`config.mk`:
```
export PLATFORM = sky130hd
export DESIGN_NAME = alu_nbit_pipe
export DESIGN_NICKNAME = d
export VERILOG_FILES = /design/src/rtl/alu_nbit_pipe.sv
export SDC_FILE = /design/constraint.sdc
export NUM_CORES = 1
export LEC_CHECK = 0
export ABC_AREA = 0
export BUFFER_PORTS_ARGS = -buffer_cell sky130_fd_sc_hd__buf_2
export CAP_MARGIN = 20
export CORE_UTILIZATION = 40
export DETAILED_ROUTE_END_ITERATION = 12
export PLACE_DENSITY = 0.7
export SLEW_MARGIN = 15
export SYNTH_ARGS = -nofsm -noshare
export SYNTH_HDL_FRONTEND = slang
export SYNTH_SLANG_ARGS = --single-unit
```
`constraint.sdc`:
```
create_clock -name clk -period 5.4 [get_ports clk]
set_input_delay 0.54 -clock clk [delete_from_list [all_inputs] [get_ports clk]]
set_output_delay 0.54 -clock clk [all_outputs]
set_load 0.005 [all_outputs]
```
`src/rtl/alu_nbit_pipe.sv`:
```
// alu_nbit_pipe: two-stage pipelined N-bit ALU with a valid/ready handshake
// on both sides and a counter of results consumed downstream.
//
// Ports:
//   clk        - single clock; all state changes on the rising edge
//   rst_n      - asynchronous active-low reset
//   in_valid   - operand set (A, B, opcode) is valid
//   in_ready   - block accepts an operand set this cycle (low only while stalled)
//   A, B       - WIDTH-bit unsigned operands
//   opcode     - 000 ADD, 001 SUB, 010 AND, 011 OR, 100 XOR, 101 EQ, 110 LT, 111 NOP
//   out_valid  - result and flags are valid
//   out_ready  - downstream accepts the result
//   result     - WIDTH-bit result
//   zero_flag  - result == 0
//   carry_flag - ADD carry-out / SUB borrow, 0 otherwise
//   ovf_flag   - two's-complement overflow of ADD/SUB, 0 otherwise
//   op_count   - results consumed since reset (wraps)
module alu_nbit_pipe #(
    parameter int WIDTH = 8,
    parameter int CNT_W = 16
) (
    input  logic             clk,
    input  logic             rst_n,
    input  logic             in_valid,
    output logic             in_ready,
    input  logic [WIDTH-1:0] A,
    input  logic [WIDTH-1:0] B,
    input  logic [2:0]       opcode,
    output logic             out_valid,
    input  logic             out_ready,
    output logic [WIDTH-1:0] result,
    output logic             zero_flag,
    output logic             carry_flag,
    output logic             ovf_flag,
    output logic [CNT_W-1:0] op_count
);

    // Overflow when both operands share a sign and the sum's sign differs.
    function automatic logic add_ovf(input logic a_msb, input logic b_msb, input logic r_msb);
        return (a_msb == b_msb) && (r_msb != a_msb);
    endfunction

    // Overflow when operand signs differ and the difference takes B's sign.
    function automatic logic sub_ovf(input logic a_msb, input logic b_msb, input logic r_msb);
        return (a_msb != b_msb) && (r_msb != a_msb);
    endfunction

    logic             s1_v;
    logic             s2_v;
    logic             stall;
    logic [WIDTH-1:0] a_p1;
    logic [WIDTH-1:0] b_p1;
    logic [2:0]       op_p1;

    logic [WIDTH:0]   sum_w;
    logic [WIDTH:0]   dif_w;
    logic [WIDTH-1:0] res_c;
    logic             carry_c;
    logic             ovf_c;

    logic [WIDTH-1:0] res_p2;
    logic             zero_p2;
    logic             carry_p2;
    logic             ovf_p2;

    // A full S2 that downstream refuses freezes the whole pipe.
    assign stall    = s2_v && !out_ready;
    assign in_ready = !stall;

    // ---- Stage 1: operand capture ----
    always_ff @(posedge clk or negedge rst_n) begin
        if (!rst_n) begin
            s1_v <= 1'b0;
        end else if (!stall) begin
            s1_v <= in_valid;
        end
    end

    always_ff @(posedge clk) begin
        if (!stall && in_valid) begin
            a_p1  <= A;
            b_p1  <= B;
            op_p1 <= opcode;
        end
    end

    // ---- Stage 1 -> 2: combinational ALU ----
    // The extra top bit of the (WIDTH+1)-bit difference is the borrow, i.e. A < B.
    always_comb begin
        sum_w   = {1'b0, a_p1} + {1'b0, b_p1};
        dif_w   = {1'b0, a_p1} - {1'b0, b_p1};
        res_c   = '0;
        carry_c = 1'b0;
        ovf_c   = 1'b0;
        case (op_p1)
            3'b000: begin
                res_c   = sum_w[WIDTH-1:0];
                carry_c = sum_w[WIDTH];
                ovf_c   = add_ovf(a_p1[WIDTH-1], b_p1[WIDTH-1], sum_w[WIDTH-1]);
            end
            3'b001: begin
                res_c   = dif_w[WIDTH-1:0];
                carry_c = dif_w[WIDTH];
                ovf_c   = sub_ovf(a_p1[WIDTH-1], b_p1[WIDTH-1], dif_w[WIDTH-1]);
            end
            3'b010: res_c = a_p1 & b_p1;
            3'b011: res_c = a_p1 | b_p1;
            3'b100: res_c = a_p1 ^ b_p1;
            3'b101: res_c = {{(WIDTH-1){1'b0}}, (a_p1 == b_p1)};
            3'b110: res_c = {{(WIDTH-1){1'b0}}, (a_p1 < b_p1)};
            3'b111: res_c = '0;
        endcase
    end

    // ---- Stage 2: result and flag registers ----
    always_ff @(posedge clk or negedge rst_n) begin
        if (!rst_n) begin
            s2_v     <= 1'b0;
            res_p2   <= '0;
            zero_p2  <= 1'b0;
            carry_p2 <= 1'b0;
            ovf_p2   <= 1'b0;
        end else if (!stall) begin
            s2_v <= s1_v;
            if (s1_v) begin
                res_p2   <= res_c;
                zero_p2  <= (res_c == '0);
                carry_p2 <= carry_c;
                ovf_p2   <= ovf_c;
            end
        end
    end

    // ---- Output side: consumed-result counter ----
    always_ff @(posedge clk or negedge rst_n) begin
        if (!rst_n) begin
            op_count <= '0;
        end else if (s2_v && out_ready) begin
            op_count <= op_count + CNT_W'(1);
        end
    end

    assign out_valid  = s2_v;
    assign result     = res_p2;
    assign zero_flag  = zero_p2;
    assign carry_flag = carry_p2;
    assign ovf_flag   = ovf_p2;

endmodule

```
==> flow_summary.ini <==
[status]
status = completed

[sta]
period_share_pct = 45.00
period_minus_slack_ns = 2.430
maxSlewHeadroom_pct = 44.22
fin_skew_ns = 0.004653
fmax_ghz = 0.4115
whs_ns = 0.2400
setup_viol = 0
slew_violations = 0
setup-tns-final_ns = 0
tightest_slew_ns = 0.8367
final_hold_viol_count = 0
rsz0062_at_grt = false

[clocking]
clk_path_buf_depth = 2
cts_buffers = 5
cts_root_buffer = clkbuf_8
cts_tree = done
cts.htree.levels = 2
ctsResizeCount = 0
hold_buffers = 0
post_cts_buffers = 0
cts.sinks = 48
clk_latency_ns = 0.30
clkTransAtPathRegs_ns = 0.09

[setup_path]
cp.required_ns = 5.61
cp.arrival_ns = 2.64
cp_max_fo = 5
critPathCaptureType = register
crit_type = reg -> reg
cp-start-kind = register

[floorplanning]
num_rows = 30
initial_utilization_pct = 42.27
core_um2 = 6944
fp.dieW_um = 87.67
die_h_um = 87.67
die_area_um2 = 7685
io_pins = 52

[placed_design]
dp_hpwl_mm = 4.349
place.gp.congestion = 0.8858
portBuffers = 51
postPlaceCellArea_um2 = 3258

[layout]
final.fill_count = 652
drive_above_1_share_pct = 21.83
syn_to_final_growth_pct = 14.71
mostFrequentLayoutCells = buf_2, inv_1, dfrtp_1
antennaDiodeCount = 0
stdcell_area_um2 = 3367
fin_nets = 388
final_common_cell = buf_2

[yosys]
synth_edf_count = 19
synth_area_um2 = 2935
synthArstFlopShare_pct = 60.42
synth_seq_cells = 48
synth.avg_cell_area_um2 = 10.12
synth-main-ff-cell = dfrtp_1
syn_inst = 290
synth_fp_nets = 340
yosys_warnings = 0
seq_area_frac_synth_pct = 44.16
ys_types = 52

[detailed_routing]
wirelength_mm = 5.626
wl_per_cell_um = 12.93
firstDrtPassIters = 4
drcViolationCount = 0
drt_iter0_markers = 181
routed-via-count = 2216
via_per_inst = 5.094
ant_nets = 0

[power_and_ir_drop]
power_w = 0.0009816
ir_drop_v = 0.0001089
power_density_nw_per_um2 = 291.5
total_leakage_power_nw = 1.574

[global_route]
grt_pass1_wl_mm = 9.211
grtUsageTotal_pct = 15.48
grt_pass1_vias = 2020
gr-total-overflow = 0
grt_max_degree = 30
antenna_found_initial = 0

[flow_run]
drv_cap = 0

[min_path]
hold_class = in -> async
-- stage by stage --
step	instances	worst slack [ns]	utilization, %
after floorplan	290	3.253	-
after global placement	427	3.026	46.92
after detailed placement	427	2.982	46.92
after CTS	435	2.955	48.49
after global routing	435	2.727	48.49
final	435	2.970	48.49
-- layer usage --
| layer | GRT usage [%] | up-vias | part of all wire [%] | wire [µm] |
|---|---|---|---|---|
| met5 | 0 | - | 0 | 0 |
| met1 | 20.05 | 1041 | 47 | 2634 |
| met4 | 4.918 | 0 | 1.2 | 68 |
| met3 | 3.582 | 5 | 4.8 | 272 |
| li1 | - | 1102 | - | - |
| met2 | 25.71 | 68 | 47 | 2651 |
-- logic make-up after synthesis --
family,count (synthesis),share of synthesized area (%)
buffers and inverters,41,5.840
adders and majority gates,27,12.02
and+or+nand+nor,72,11.68
xor gates and xnor gates,22,6.564
AOI/OAI and AO/OA,70,15.98
muxes,10,3.751
DFF,48,44.16
-- cell type report --
type,instances,area [µm²],area share (%)
clock buffer,6,93.84,2.787
clock inverter,2,15.01,0.4459
inverter,31,118.9,3.530
multi-input combinational,201,1468,43.59
sequential,48,1296,38.50
tap,96,120.1,3.567
timing repair buffer,51,255.2,7.581
-- flip-flops by register name (all words and copies together) (netlist names) --
register,count
result,8
a_p1,8
carry_flag,1
ovf_flag,1
s1_v,1
out_valid,1
b_p1,8
op_p1,3
op_count,16
zero_flag,1
-- cells in the mapped netlist, drive strengths merged (2+ instances only) --
cell	n	area share, %
o22ai	5	1.1
a21oi	24	4.2
fa	2	1.4
or3	2	0.43
clkbuf	4	0.55
inv	31	4.0
nor3	6	1.4
nand4	4	0.85
edfxtp	19	19
nand2b	3	0.64
xor2	5	1.5
nand3	6	1.0
o21bai	3	0.77
a211oi	2	0.68
nand2	21	2.7
and3	4	0.85
o31ai	3	0.77
o21ai	16	2.7
dfrtp	29	25
a2bb2oi	2	0.81
mux2i	2	0.68
nor2	21	2.7
mux2	8	3.1
xnor2	17	5.1
buf	6	1.2
a31oi	4	0.85
ha	25	11
-- final timing paths --
kind,cells after the start,to,slack [ns],startpoint
worst max-delay path,9,zero_flag,2.97,b_p1[1]
worst min-delay path,1,result[7],0.24,rst_n
worst max register to register,9,zero_flag,2.97,b_p1[1]
worst min register to register,1,op_count[15],0.48,op_count[15]
max in group asynchronous,1,carry_flag,4.76,rst_n
min in group clk,1,a_p1[4],0.41,A[4]
-- critical path, stage by stage (launching register included) --
cell and delay (ns):
edfxtp_1 0.45, inv_1 0.15, ha_1 0.30, o21bai_1 0.22, nand2_1 0.12, a211oi_2 0.36, o21bai_1 0.10, a41oi_1 0.28
nand4_1 0.15, o41ai_2 0.21
-- where the power goes --
group          total (W)  switching, W  internal [W]
sequential      0.000483     0.0000486      0.000434
clock           0.000247      0.000125      0.000121
combinational   0.000252      0.000131      0.000121
Power figures use the tool's default switching activity.
